### config.mk
export PLATFORM = sky130hd
export DESIGN_NAME = top6_select_seq
export DESIGN_NICKNAME = d
export VERILOG_FILES = /design/src/rtl/selecttop_pkg.sv /design/src/rtl/masked_argmax16.sv /design/src/rtl/top6_select_seq.sv
export SDC_FILE = /design/constraint.sdc
export NUM_CORES = 1
export LEC_CHECK = 0
export ABC_AREA = 0
export BUFFER_PORTS_ARGS = -buffer_cell sky130_fd_sc_hd__buf_2
export CORE_MARGIN = 5
export CORE_UTILIZATION = 62
export DETAILED_ROUTE_END_ITERATION = 8
export GPL_ROUTABILITY_DRIVEN = 1
export PLACE_DENSITY = 0.85
export SLEW_MARGIN = 25
export SYNTH_ARGS = -nofsm -noshare
export SYNTH_HDL_FRONTEND = slang
export SYNTH_SLANG_ARGS = --single-unit
### constraint.sdc
create_clock -name clk -period 28.4 [get_ports clk]
set_clock_uncertainty 0.15 [all_clocks]
set_input_delay 2.84 -clock clk [delete_from_list [all_inputs] [get_ports clk]]
set_output_delay 2.84 -clock clk [all_outputs]
set_load 0.03 [all_outputs]
### src/rtl/selecttop_pkg.sv
// selecttop_pkg: shared constants, types and state encoding for the selectTOP6 sequential extractor
package selecttop_pkg;
  localparam int W    = 13;
  localparam int N    = 16;
  localparam int K    = 6;
  localparam int IDXW = 5;
  localparam int CW   = $clog2(N);
  localparam int RW   = (K > 1) ? $clog2(K) : 1;
  localparam int SUMW = W + $clog2(K) + 1;
  typedef logic [W-1:0]    val_t;
  typedef logic [IDXW-1:0] idx_t;
  typedef logic [CW-1:0]   cand_t;
  typedef enum logic [1:0] {IDLE, SCAN, DONE} top_state_e;
  // Source position in the 32-entry matrix: pair number plus which element of the pair won
  function automatic idx_t src_idx(input cand_t c, input logic odd);
    return {c, odd};
  endfunction
endpackage

### src/rtl/masked_argmax16.sv
// masked_argmax16: combinational balanced-tree argmax over unmasked candidates, lowest index wins ties
module masked_argmax16
  import selecttop_pkg::*;
(
  input  val_t         values [0:N-1],
  input  logic [N-1:0] mask,
  output val_t         max_val,
  output cand_t        max_idx,
  output logic         any_valid
);
  // Heap layout: node n has children 2n and 2n+1, leaves at N+i, so left is always the lower index
  val_t  tv [1:2*N-1];
  cand_t ti [1:2*N-1];
  logic  tk [1:2*N-1];
  logic  l;
  always_comb begin
    l = 1'b0;
    for (int i = 0; i < N; i++) begin
      tv[N+i] = values[i];
      ti[N+i] = cand_t'(i);
      tk[N+i] = !mask[i];
    end
    for (int n = N - 1; n >= 1; n--) begin
      l     = tk[2*n] && (!tk[2*n+1] || tv[2*n] >= tv[2*n+1]);
      tv[n] = l ? tv[2*n] : tv[2*n+1];
      ti[n] = l ? ti[2*n] : ti[2*n+1];
      tk[n] = tk[2*n] | tk[2*n+1];
    end
  end
  assign max_val   = tv[1];
  assign max_idx   = ti[1];
  assign any_valid = tk[1];
endmodule

### src/rtl/top6_select_seq.sv
// top6_select_seq: latches 16 pair winners and extracts the top K, one masked argmax per clock.
// Optional TOP6_SUM_EN adds out_sum, the running total of the extracted values.
module top6_select_seq
  import selecttop_pkg::*;
(
  input  logic            clk,
  input  logic            rst,
  input  logic            in_valid,
  output logic            in_ready,
  input  val_t            in_mat_16 [0:N-1],
  input  logic [N-1:0]    in_sel,
  output logic            out_valid,
  input  logic            out_ready,
`ifdef TOP6_SUM_EN
  output logic [SUMW-1:0] out_sum,
`endif
  output val_t            out_val [0:K-1],
  output idx_t            out_idx [0:K-1]
);
  top_state_e   state, state_n;
  logic [RW-1:0] round;
  logic [N-1:0] mask;
  logic [N-1:0] sel;
  val_t         cand [0:N-1];
  val_t         max_v;
  cand_t        max_i;
  logic         any;
  logic         accept;
  masked_argmax16 u_argmax (
    .values    (cand),
    .mask      (mask),
    .max_val   (max_v),
    .max_idx   (max_i),
    .any_valid (any)
  );
  assign accept    = (state == IDLE) && in_valid;
  assign in_ready  = (state == IDLE);
  assign out_valid = (state == DONE);
  always_comb begin
    state_n = accept                                     ? SCAN :
              (state == SCAN && round == RW'(K - 1))     ? DONE :
              (state == DONE && out_ready)               ? IDLE : state;
  end
  always_ff @(posedge clk or posedge rst) begin
    if (rst) state <= IDLE;
    else     state <= state_n;
  end
  // round saturates at K-1 so it never wraps inside a frame when K is a power of two
  always_ff @(posedge clk or posedge rst) begin
    if (rst) begin
      round <= '0;
      mask  <= '0;
      sel   <= '0;
      for (int i = 0; i < N; i++) cand[i] <= '0;
      for (int k = 0; k < K; k++) begin
        out_val[k] <= '0;
        out_idx[k] <= '0;
      end
    end else if (accept) begin
      round <= '0;
      mask  <= '0;
      sel   <= in_sel;
      cand  <= in_mat_16;
    end else if (state == SCAN && any) begin
      for (int k = 0; k < K; k++)
        if (round == RW'(k)) begin
          out_val[k] <= max_v;
          out_idx[k] <= src_idx(max_i, sel[max_i]);
        end
      mask[max_i] <= 1'b1;
      round       <= (round == RW'(K - 1)) ? round : round + 1'b1;
    end
  end
`ifdef TOP6_SUM_EN
  always_ff @(posedge clk or posedge rst) begin
    if (rst)                          out_sum <= '0;
    else if (accept)                  out_sum <= '0;
    else if (state == SCAN && any)    out_sum <= out_sum + SUMW'(max_v);
  end
`endif
endmodule

Word level (Yosys, flattened, before mapping). Cells that the tools add are included. W data, S select, Z words.

Add/subtract/negate cells: 1. Multiply operators: 0. Div/mod/pow operators: 0. Magnitude comparators: 17. Equal/unequal tests: 8. Shift-type cells: 0. Mux-type cells: 42. Bitwise logic cells: 17. Reductions and logical operators: 69.

Operator list (count): $ge A13 B13 Y1 (15); $mux W13 (15); $mux W16 (2); $mux W4 (7); $logic_not A1 Y1 (23); $logic_and A1 B1 Y1 (20); $reduce_and A3 Y1 (6); $or A16 B16 Y16 (1); $logic_or A1 B1 Y1 (15); $or A1 B1 Y1 (15); $mux W1 (10); $mux W3 (3); $eq A3 B2 Y1 const B (2); $eq A3 B3 Y1 const B (2); $mux W2 (3); $lt A4 B5 Y1 const B (1); $bmux W1 S4 (1); $demux W1 S4 (1); $ge A4 B1 Y1 const B (1); $add A3 B1 Y3 const B (1); $eq A3 B1 Y1 const B (1); $logic_not A3 Y1 (1); $reduce_bool A3 Y1 (1); $eq A2 B1 Y1 const B (1); other kinds (6) (6).

Flip-flop bits (word level): 353. Latch bits: 0. Bits in writable memories: 0. Memory bits (read-only): 0. Output and inout bits: 110. Memories kept: 0.

Depth between registers and ports, before layout. Gate-level depths: netlist of run 1.

Depth after elaboration: 23. Gate-level depth with buffers: 41. Mapped depth without buffers: 36.

By module. A second synthesis of run 1 with hierarchy kept.

Cell total of the unflattened synthesis: 2289. Area total of the unflattened synthesis: 21264.1 um2.

Modules (own cells, without submodules): top6_select_seq (times used 1, cells an instance 1302, area an instance 13462.9 um2); masked_argmax16 (times used 1, cells an instance 987, area an instance 7801.2 um2).

Least setup slack after synthesis of run 1. No wires, ideal clock.

Path kind: register -> register. Start point: reg cand[130] (netlist bit). End point: reg out_idx[10] (netlist bit). Arrival: 7958 ps. Path slack: 20160 ps. Cell stages (with the launch flop): 39. Path buffers: 6. Path through: dfrtp_1 ha_1 nand2b_1 a211oi_1 o21ai_0 a221o_1 a41oi_4 buf_6 mux2_2 ha_1 a221o_1 a21oi_1 o211ai_1 a21oi_1 or2_2 buf_2 buf_2 buf_1 [... 3 more ...] o211ai_1 a21oi_1 o2111ai_1 a21boi_2 clkbuf_1 clkbuf_1 o21ai_0 ha_1 nand4_1 a211oi_1 o41ai_1 a31o_2 a32oi_1 mux2_2 nand2_1 o21ai_0 a211oi_4 o31ai_1.

Word-level cells in the longest chain between the ends: 18. Elaborated cells between the ends (all ways): 21.

Ends and longest elaborated chain: start: declaration (line top6_select_seq.sv:24) `val_t cand [0:N-1];`; start signal: assignment (line top6_select_seq.sv:63) `cand <= in_mat_16;`; $ge A13 B13 Y1 (line masked_argmax16.sv:24) `l = tk[2*n] && (!tk[2*n+1] || tv[2*n] >= tv[2*n+1]);`; $logic_or A1 B1 Y1 (line masked_argmax16.sv:24); $logic_and A1 B1 Y1 (line masked_argmax16.sv:24); $mux W13 (line masked_argmax16.sv:25) `tv[n] = l ? tv[2*n] : tv[2*n+1];`; $ge A13 B13 Y1 (line masked_argmax16.sv:24); $logic_or A1 B1 Y1 (line masked_argmax16.sv:24); $logic_and A1 B1 Y1 (line masked_argmax16.sv:24); $mux W13 (line masked_argmax16.sv:25); [... 2 more ...]; $logic_and A1 B1 Y1 (line masked_argmax16.sv:24); $mux W13 (line masked_argmax16.sv:25); $ge A13 B13 Y1 (line masked_argmax16.sv:24); $logic_or A1 B1 Y1 (line masked_argmax16.sv:24); $logic_and A1 B1 Y1 (line masked_argmax16.sv:24); $mux W4 (*) (line masked_argmax16.sv:26) `ti[n] = l ? ti[2*n] : ti[2*n+1];`; $bmux W1 S4 (*) (line top6_select_seq.sv:68) `out_idx[k] <= src_idx(max_i, sel[max_i]);`; $mux W1 (not written as such) (*) (line top6_select_seq.sv:68); end signal: indexed assignment (line top6_select_seq.sv:68); end: declaration (line top6_select_seq.sv:18) `output idx_t out_idx [0:K-1]`.

Mark *: on every way between the ends. The rest lies on a longest branch, timed or not. The select of a mux whose other input is x is not followed. A chain may end at the register's enable or synchronous reset.

Worst setup path after layout of run 1.
Start point: reg cand[141] (netlist bit). End point: reg out_idx[10] (netlist bit).

The elaborated chain is that of the path after synthesis.

==> impl_results.md, run 1 <==
* Status: completed
* FF+latch area at 8830 µm²
* Worst setup EP type: flop
* Synth Cell Area at 21,000 µm²
* Compound-Gate Fraction of Synth Area at 15.6%
* Top_reg_cell synth: dfrtp_1
* Pwr/cell area at 42.8 nW/µm²
* Post-CTS Hold Buffers at 0
* Area of the multi-input gates at 11,200 µm²
* Htree depth at 2
* Detail Placement HPWL at 44,600 µm
* Slew headroom at 29.5%
* Die ar. at 37,600 µm²
* CTS Sinks at 353
* Setup TNS at 0 ns
* Min-Delay Path Depth at 2
* Async SR Flop Fraction at 100%
* Nets@finish at 2,959
* Die Y at 194 µm
* Leading cell types in the layout, fill and taps excluded: 578 x nand2_1, 353 x dfrtp_1, 337 x buf_2
* CTS Buf Count at 38
* Placed cell area at 22,900 µm²
* Post-CTS sizing at 0
* FMAX at 90.7 MHz
* Post-CTS setup buffer count at 0
* Vias at 17,759
* Crit path kind: reg -> reg
* Share of layout cells above drive strength 1 at 22.9%
* Synth Area in XOR/XNOR at 0%
* Slowest cell on the critical path: a31o_2
* Setup violators final at 0
* Reg clk slew, reported paths at 0.06 ns
* Total leakage power at 13.8 nW
* Synth Area in Simple Gates at 15.8%
* Starting Density at 62.7%
* HP Class: reg -> reg
* Worst Path Required at 28.65 ns
* CTS tree: yes
* Max FO, Critical Path at 38
* Design area at 24,200 µm²
* Fin Hold WS at 0.324 ns
* Largest family of logic cells by synthesized area: simple AND/OR/NAND/NOR gates
* Slowest stage delay, CP at 0.95 ns
* Unique masters post-synth at 82
* Drt drc at 0
* Routed wire length at 59,900 µm
* Final Cycle Share at 38.8%
* Die width at 194 µm
* Via/cell ratio at 5.89
* Iteration-0 DRC Markers at 1,310
* Layout Cells excl Fill at 3,014
* First-pass GRT wire length at 96,200 µm
* Largest net degree at the start of global routing at 129
* Max-cap violations at 0
* Cells after DPL at 2,938
* Mux share of post-synthesis cell area at 9.74%
* Post-synth EDFFs at 0
* Buffers on Ports at 337
* R2R depth at 32
* # IOs at 338
* Global Route Usage Sum at 31.1%
* GRT overflow at 0
* Most common cell after layout, fill and taps aside: nand2_1
* Final worst path period need at 11.02 ns
* Rows at 67
* Worst EP arrival at 11.28 ns
* Pwr Total at 1.04 mW
* Synth warn at 0
* Placer Congestion at 0.918
* DRT antenna net count at 0
* Clock latency on the worst-skew pair at 0.54 ns
* Max-slew violations at 0
* Critical Path Start Type: flop
* RSZ-0062 raised after global routing: no
* Vias in the first global route at 18,321
* Root Driver: clkbuf_16
* Syn-to-layout area delta at 15.4%
* Final hold viol count at 0
* Fillers at 2,442
* Synthesized flop and latch total at 353
* Mapped Nets at 2,678
* WL/cell at 19.9 µm
* Syn avg cell area at 9.32 µm²
* VDD IR-drop max at 0.0000366 V
* Register area share after synthesis at 42.1%
* Initial antenna violation count at 6
* Synth Area in Adders at 11.9%
* Core area at 33,400 µm²
* Router iterations before antenna repair at 7
* Clock Path Buffers at 3
* Gate Count Post-Synth at 2,250
* Worst-Margin Slew at 1.06 ns
-- synth_stat cells, types with 7 or more instances --
master      n  share of area (%)
mux2i_1    86                4.1
nand2_1   582                 10
or2_2      13               0.39
a31oi_1    24               0.72
nand3_1    30               0.72
a21o_1     41                1.5
mux2_2    103                5.5
and2_1     30               0.89
ha_1      200                 12
o21a_1     12               0.43
nor2_1     36               0.64
o21ai_0   184                4.4
a221oi_2    8               0.57
o21ai_1     7               0.17
o211ai_1    8               0.29
nand2b_1   18               0.54
nor2b_1    11               0.33
nand4_1    16               0.48
dfrtp_1   353                 42
nor3_1      8               0.19
inv_1     146                2.6
a21oi_1    69                1.6
clkbuf_1   78                1.4
o31ai_1     8               0.29
a211oi_1   40                1.4
buf_2      11               0.26
buf_1       9               0.16
-- path summary, 6_finish.rpt --
path                                 start          end  slack [ns]
min in group asynchronous              rst     cand[77]        2.30
worst min register to register  out_idx[6]   out_idx[6]        0.32
worst min-delay path            out_idx[6]   out_idx[6]        0.32
max in group asynchronous              rst     round[2]       23.10
worst max-delay path             cand[141]  out_idx[10]       17.38
worst max register to register   cand[141]  out_idx[10]       17.38
-- state kept, by name, indices dropped and copies added (netlist names) --
register / flops
mask: 16
cand: 208
round: 3
sel: 16
out_val: 78
state: 2
out_idx: 30
-- kinds of logic (layout without fill, tap and decap cells) --
group / count (synthesis) / in the layout
flip-flops: 353 / 353
multiplexers: 191 / 191
buffers and inverters: 253 / 563
other: 0 / 6
AO/OA/AOI/OAI: 481 / 481
adder cells (fa/ha/maj): 200 / 200
AND/OR/NAND/NOR: 772 / 772
-- per-layer routing --
metal  routed length (µm)  up-vias  GRT usage (%)
met5                    0        -              0
li1                     -     8335              -
met2                29100      664           52.9
met4                 3070        0           13.9
met3                 3610      182           5.21
met1                24200     8578           39.2
-- final cells by class --
cell class              count  share of cell area [%]
clock inverters            15                   0.620
inverters                 146                    2.29
diodes                      6                  0.0620
repair buffers            348                    7.33
clock buffers              54                    4.72
flip-flops and latches    353                    36.5
well taps                 448                    2.32
multi-input cells        1644                    46.2
-- worst max-delay path, delay by kind of cell (launching register included) --
kind	cells	cell delay [ns]
multiplexers	1	0.45
flip-flops	1	0.34
buffers and inverters	2	0.49
AND/OR/NAND/NOR	4	0.98
AO/OA/AOI/OAI	21	7.18
adder cells (fa/ha/maj)	4	1.23
-- power by group --
group | internal [mW] | switching, mW | leakage, nW | total (mW)
sequential | 0.503 | 0 | 4.32 | 0.503
combinational | 0.0116 | 0.0149 | 8.83 | 0.0265
clock | 0.300 | 0.208 | 0.646 | 0.507
total | 0.814 | 0.223 | 13.8 | 1.04
-- through the flow --
| step | worst slack (ns) | util [%] |
|---|---|---|
| floorplan | 15.62 | - |
| global placement | 17.68 | 68.3 |
| detailed placement | 17.23 | 68.3 |
| CTS | 17.23 | 72.2 |
| global route | 16.81 | 72.4 |
| finish | 17.38 | 72.4 |
(Power assumes the default switching activity.)
==> run 2: changes to the inputs <==
--- a/config.mk
+++ b/config.mk
@@ -5,13 +5,13 @@
 export SDC_FILE = /design/constraint.sdc
 export NUM_CORES = 1
 export LEC_CHECK = 0
-export ABC_AREA = 0
+export ABC_AREA = 1
 export BUFFER_PORTS_ARGS = -buffer_cell sky130_fd_sc_hd__buf_2
 export CORE_MARGIN = 5
-export CORE_UTILIZATION = 62
+export CORE_UTILIZATION = 52
 export DETAILED_ROUTE_END_ITERATION = 8
 export GPL_ROUTABILITY_DRIVEN = 1
-export PLACE_DENSITY = 0.85
+export PLACE_DENSITY = 0.76
 export SLEW_MARGIN = 25
 export SYNTH_ARGS = -nofsm -noshare
 export SYNTH_HDL_FRONTEND = slang
==> constraint.sdc (replaced) <==
create_clock -name clk -period 9.6 [get_ports clk]
set_clock_uncertainty 0.15 [all_clocks]
set_input_delay 0.96 -clock clk [delete_from_list [all_inputs] [get_ports clk]]
set_output_delay 0.96 -clock clk [all_outputs]
set_load 0.03 [all_outputs]
==> impl_results.md, run 2 <==
* Syn avg cell area at 7.64 µm² (was 9.32 µm²)
* Initial antenna violation count at 1 (was 6)
* Fin Hold WS at 0.329 ns (was 0.324 ns)
* Root Driver: clkbuf_16 (unchanged)
* Slew headroom at 33.6% (was 29.5%)
* Status: completed (unchanged)
* Pwr/cell area at 131 nW/µm² (was 42.8 nW/µm²)
* Detail Placement HPWL at 45,800 µm (was 44,600 µm)
* Largest Register: cand (unchanged)
* Synthesized flop and latch total at 353 (unchanged)
* Die Y at 209 µm (was 194 µm)
* DRT antenna net count at 0 (unchanged)
* Clock Path Buffers at 3 (unchanged)
* Setup violators final at 0 (unchanged)
* Largest register FFs at 208 (unchanged)
* Max FO, Critical Path at 28 (was 38)
* Register area share after synthesis at 42.8% (was 42.1%)
* CTS Buf Count at 39 (was 38)
* Syn-to-layout area delta at 16.3% (was 15.4%)
* Rows at 73 (was 67)
* Setup TNS at 0 ns (unchanged)
* Global Route Usage Sum at 27.1% (was 31.1%)
* Buffers on Ports at 337 (unchanged)
* Worst-Margin Slew at 0.996 ns (was 1.06 ns)
* Die ar. at 43,700 µm² (was 37,600 µm²)
* Max-slew violations at 0 (unchanged)
* Area of the multi-input gates at 10,400 µm² (was 11,200 µm²)
* GRT overflow at 0 (unchanged)
* R2r endpoint: out_idx[25] (was out_idx[10])
* CTS Sinks at 353 (unchanged)
* CTS tree: yes (unchanged)
* Synth warn at 0 (unchanged)
* First-pass GRT wire length at 96,600 µm (was 96,200 µm)
* Iteration-0 DRC Markers at 1,403 (was 1,310)
* Critical Path Start Type: flop (unchanged)
* Gate Count Post-Synth at 2,698 (was 2,250)
* WL/cell at 17.2 µm (was 19.9 µm)
* Hold Path Sink: out_val[67] (was out_idx[6])
* Async SR Flop Fraction at 100% (unchanged)
* # IOs at 338 (unchanged)
* Reg clk slew, reported paths at 0.06 ns (about the same)
* Placer Congestion at 0.943 (was 0.918)
* Core area at 39,500 µm² (was 33,400 µm²)
* Top_reg_cell synth: dfrtp_1 (unchanged)
* RR Startpoint: cand[106] (was cand[141])
* Htree depth at 2 (unchanged)
* Crit path kind: reg -> reg (unchanged)
* Top-count cell post-synth: nand2_1 (unchanged)
* Routed wire length at 60,800 µm (was 59,900 µm)
* Unique masters post-synth at 40 (was 82)
* Mapped Nets at 3,126 (was 2,678)
* Router iterations before antenna repair at 6 (was 7)
* Top cell by count, worst path: nand2_1
* Starting Density at 52.3% (was 62.7%)
* Max-cap violations at 0 (unchanged)
* Most common cell after layout, fill and taps aside: nand2_1 (unchanged)
* Nets@finish at 3,411 (was 2,959)
* Post-CTS Hold Buffers at 0 (unchanged)
* RSZ-0062 raised after global routing: no (unchanged)
* Cell taking the most area after synthesis: dfrtp_1 (unchanged)
* Post-synth EDFFs at 0 (unchanged)
* Worst Path Required at 9.88 ns (was 28.65 ns)
* Vias in the first global route at 18,808 (was 18,321)
* Share of layout cells above drive strength 1 at 15.8% (was 22.9%)
* Leading cell types in the layout, fill and taps excluded: 997 x nand2_1, 353 x dfrtp_1, 337 x buf_2 (was 578 x nand2_1, 353 x dfrtp_1, 337 x buf_2)
* HP Class: reg -> reg (unchanged)
* Setup slack, reg-to-reg at 0.87 ns (was 17.38 ns)
* VDD IR-drop max at 0.000114 V (was 0.0000366 V)
* Synth Cell Area at 20,600 µm² (was 21,000 µm²)
* Largest net degree at the start of global routing at 139 (was 129)
* Top cell type's share of synthesized area at 42.8% (was 42.1%)
* Min-Delay Path Depth at 2 (unchanged)
* Worst setup EP type: flop (unchanged)
* Vias at 19,105 (was 17,759)
* Fillers at 3,547 (was 2,442)
* Die width at 209 µm (was 194 µm)
* HP Start: out_val[67] (was out_idx[6])
* Slowest stage delay, CP at 0.81 ns (was 0.95 ns)
* Drt drc at 0 (unchanged)
* Worst EP arrival at 9.01 ns (was 11.28 ns)
* FF+latch area at 8830 µm² (unchanged)
* Via/cell ratio at 5.41 (was 5.89)
* Final worst path period need at 8.73 ns (was 11.02 ns)
* Synth cell count leaders: 999 x nand2_1, 353 x dfrtp_1, 270 x o21ai_0 (was 582 x nand2_1, 353 x dfrtp_1, 200 x ha_1)
* Final Cycle Share at 90.9% (was 38.8%)
* Slowest cell on the critical path: o21ai_0 (was a31o_2)
* Post-CTS setup buffer count at 0 (unchanged)
* Total leakage power at 13.5 nW (was 13.8 nW)
* Clock latency on the worst-skew pair at 0.56 ns (was 0.54 ns)
* Top cells by area, synth: dfrtp_1 43%, nand2_1 18%, ha_1 12% (was dfrtp_1 42%, ha_1 12%, nand2_1 10%)
* Post-CTS sizing at 0 (unchanged)
* R2R depth at 51 (was 32)
* FMAX at 115 MHz (was 90.7 MHz)
* Largest registers: cand: 208 flops, out_val: 78 flops, out_idx: 30 flops (unchanged)
* Final hold viol count at 0 (unchanged)
run 2: changes by cell type after synthesis, sizes merged, moves of 29 or more:
cell	change
a21oi	+66
o21ai	+179
a31oi	-33
mux2	-105
a21o	-41
nand2	+434
mux2i	-86
nand4	+29
inv	+95
nor2	+101
a211oi	-41
run 2: cell type report:
cell class	count	area share, %
flip-flops and latches	353	36.8
repair buffers	348	7.51
diodes	1	0.0104
inverters	242	3.85
multi-input cells	1999	43.5
clock buffers	52	4.57
clock inverters	14	0.986
well taps	525	2.74
run 2: how the worst max path moves through the flow:
stage / slack [ns] / from / end / cells after the start
after global placement: 1.10 / cand[117] / out_idx[20] / 51
final: 0.87 / cand[106] / out_idx[25] / 51
after global routing: 0.003 / cand[121] / out_idx[15] / 50
after floorplan: 3.01 / cand[103] / out_idx[25] / 54
after detailed placement: 1.06 / cand[119] / out_idx[25] / 50
after CTS: 1.02 / cand[119] / out_idx[25] / 49
run 2: layer usage:
layer  part of all wire, %  track usage [%]  vias up  wire (µm)
met5                     0                0        -          0
met4                   3.1             9.61        0       1900
met3                   6.9             4.67      120       4180
met2                    46             43.6      666      28100
met1                    44             37.3     9000      26600
li1                      -                -     9319          -
run 2: cell families (layout without fill, tap and decap cells):
kind of cell	count (synthesis)	in the layout	synth area share, %
AO/OA/AOI/OAI	523	523	13.2
adder cells (fa/ha/maj)	200	200	12.1
buffers and inverters	346	656	6.66
flip-flops	353	353	42.8
other	0	1	0
AND/OR/NAND/NOR	1276	1276	25.2
run 2: where the power goes:
part | total, mW | switching (mW) | leakage, nW | internal (mW)
Combinational | 0.0799 | 0.0451 | 8.55 | 0.0348
Sequential | 1.49 | 0 | 4.26 | 1.49
Clock | 1.58 | 0.618 | 0.648 | 0.962
run 2: through the flow:
| step | setup slack (ns) | cells | area [µm²] | util [%] | total power, mW |
|---|---|---|---|---|---|
| 2_1_floorplan | 3.01 | 2698 | 20600 | - | 1.54 |
| 3_3_place_gp | 1.10 | 3466 | 22600 | 57.3 | 1.59 |
| 3_5_place_dp | 1.06 | 3466 | 22600 | 57.3 | 1.59 |
| 4_1_cts | 1.02 | 3532 | 23900 | 60.7 | 3.16 |
| 5_1_grt | 0.00292 | 3534 | 24000 | 60.8 | 3.24 |
| 6_report | 0.873 | 3534 | 24000 | 60.8 | 3.15 |
run 2: critical path, delay by kind of cell, from the launching register on:
kind            cells  cell delay (ns)
flops               1             0.36
compound gates      7             1.87
fa+ha+maj           4             1.34
buf+inv             8             1.30
simple gates       32             3.53
==> run 3: changes to the inputs <==
==> constraint.sdc (replaced) <==
create_clock -name clk -period 9.6 [get_ports clk]
set_clock_uncertainty 0.15 [all_clocks]
set_input_delay 1.92 -clock clk [delete_from_list [all_inputs] [get_ports clk]]
set_output_delay 1.92 -clock clk [all_outputs]
set_load 0.03 [all_outputs]
==> impl_results.md, run 3 (synthesis results as in run 2) <==
* Htree depth at 2 (unchanged)
* Cells after DPL at 3,466 (unchanged)
* Final antenna diode count at 0 (was 1)
* Max-slew violations at 0 (unchanged)
* Worst Path Required at 9.91 ns (was 9.88 ns)
* Routed wire length at 61,100 µm (was 60,800 µm)
* Most common cell after layout, fill and taps aside: nand2_1 (unchanged)
* Setup slack, reg-to-reg at 1.07 ns (was 0.87 ns)
* Starting Density at 52.3% (unchanged)
* CTS Buf Count at 40 (was 39)
* Crit path kind: reg -> reg (unchanged)
* Largest registers: cand: 208 flops, out_val: 78 flops, out_idx: 30 flops (unchanged)
* Worst EP arrival at 8.84 ns (was 9.01 ns)
* Total leakage power at 13.5 nW (about the same)
* FMAX at 117 MHz (was 115 MHz)
* Layout Cells excl Fill at 3,539 (was 3,534)
* Critical Path Start Type: flop (unchanged)
* Vias at 19,088 (was 19,105)
* Final worst path period need at 8.53 ns (was 8.73 ns)
* WL/cell at 17.3 µm (was 17.2 µm)
* Setup violators final at 0 (unchanged)
* Drt drc at 0 (unchanged)
* Post-CTS setup buffer count at 0 (unchanged)
* DRT antenna net count at 0 (unchanged)
* RSZ-0062 raised after global routing: no (unchanged)
* Worst setup EP type: flop (unchanged)
* Largest Register: cand (unchanged)
* Max-cap violations at 0 (unchanged)
* GRT overflow at 0 (unchanged)
* Detail Placement HPWL at 45,900 µm (was 45,800 µm)
* Fin util at 60.8% (about the same)
* Post-route setup slack at 1.07 ns (was 0.873 ns)
* CTS tree: yes (unchanged)
* Die Y at 209 µm (unchanged)
* Nets@finish at 3,411 (unchanged)
* First-pass GRT wire length at 97,600 µm (was 96,600 µm)
* Via/cell ratio at 5.39 (was 5.41)
* Status: completed (unchanged)
* Initial antenna violation count at 0 (was 1)
* # IOs at 338 (unchanged)
* Slowest cell on the critical path: inv_1 (was o21ai_0)
* Rows at 73 (unchanged)
* Clock latency on the worst-skew pair at 0.57 ns (was 0.56 ns)
* Slowest stage delay, CP at 0.54 ns (was 0.81 ns)
* Reg clk slew, reported paths at 0.06 ns (about the same)
* HP Class: reg -> reg (unchanged)
* Core area at 39,500 µm² (unchanged)
* Die ar. at 43,700 µm² (unchanged)
* Vias in the first global route at 18,798 (was 18,808)
* Root Driver: clkbuf_16 (unchanged)
* Placer Congestion at 0.944 (was 0.943)
* Die width at 209 µm (unchanged)
* Setup TNS at 0 ns (unchanged)
* Leading cell types in the layout, fill and taps excluded: 996 x nand2_1, 353 x dfrtp_1, 337 x buf_2 (was 997 x nand2_1, 353 x dfrtp_1, 337 x buf_2)
* Final hold viol count at 0 (unchanged)
* Largest register FFs at 208 (unchanged)
* Top cell by count, worst path: nand2_1 (unchanged)
* Router iterations before antenna repair at 6 (unchanged)
* Final Cycle Share at 88.9% (was 90.9%)
* Pwr/cell area at 132 nW/µm² (was 131 nW/µm²)
* VDD IR-drop max at 0.000102 V (was 0.000114 V)
* CTS Sinks at 353 (unchanged)
* Clock Path Buffers at 3 (unchanged)
* Place WS at 0.982 ns (was 1.06 ns)
* Largest net degree at the start of global routing at 138 (was 139)
* Syn-to-layout area delta at 16.4% (was 16.3%)
* Max FO, Critical Path at 28 (unchanged)
* Slew headroom at 32.1% (was 33.6%)
* Share of layout cells above drive strength 1 at 16.0% (was 15.8%)
* Worst-Margin Slew at 1.02 ns (was 0.996 ns)
* Iteration-0 DRC Markers at 1,405 (was 1,403)
* Global Route Usage Sum at 27.3% (was 27.1%)
* Buffers on Ports at 337 (unchanged)
==> run 3: cell count changes in the layout (fill, tap and decap cells not counted), sizes merged <==
cell      before  now
clkinvlp       3    5
diode          1    0
bufinv         6    5
clkinv         4   10
buf          348  347
==> run 3: where the power goes <==
group / switching (mW) / total (mW) / internal, mW
Sequential: 0 / 1.49 / 1.49
Combinational: 0.0451 / 0.0785 / 0.0334
Clock: 0.653 / 1.61 / 0.957
==> run 3: per-layer routing <==
metal | wire length, µm | global-route usage (%)
met5 | 0 | 0
met4 | 1580 | 7.49
met3 | 3900 | 4.77
met2 | 28600 | 45.0
met1 | 27000 | 37.6
==> run 3: final cells by class <==
type / instances / area (µm²)
Fill cell: 3585 / 15500
Tap cell: 525 / 657
Timing Repair Buffer: 347 / 1770
Inverter: 242 / 922
Clock inverter: 21 / 282
Clock buffer: 52 / 1110
Sequential cell: 353 / 8830
Multi-Input combinational cell: 1999 / 10400
==> run 3: worst paths after layout <==
kind	from	end	depth (start not counted)
worst max-delay path	cand[184]	out_idx[15]	52
worst min-delay path	out_val[2]	out_val[2]	2
worst max register to register	cand[184]	out_idx[15]	52
worst min register to register	out_val[2]	out_val[2]	2
max in group asynchronous	rst	cand[113]	4
min in group asynchronous	rst	sel[0]	2
==> run 3: stage by stage <==
step	cell area [µm²]	power [mW]	hold slack, ns
2_1_floorplan	20600	1.54	0.299
4_1_cts	24000	3.20	0.333
3_3_place_gp	22600	1.59	0.311
5_1_grt	24000	3.27	0.349
3_5_place_dp	22600	1.60	0.318
6_report	24000	3.18	0.331
==> run 3: critical path, delay by kind of cell (launching register included) <==
kind,cells,cell delay [ns]
and+or+nand+nor,35,3.96
adders and majority gates,4,1.26
DFF,1,0.37
AOI/OAI and AO/OA,6,1.23
buffers and inverters,7,1.42
==> run 3: timing repair <==
action / CTS / global route
gates resized for setup: 0 / 1
hold buffers: 0 / 0
setup endpoints to repair: 0 / 6
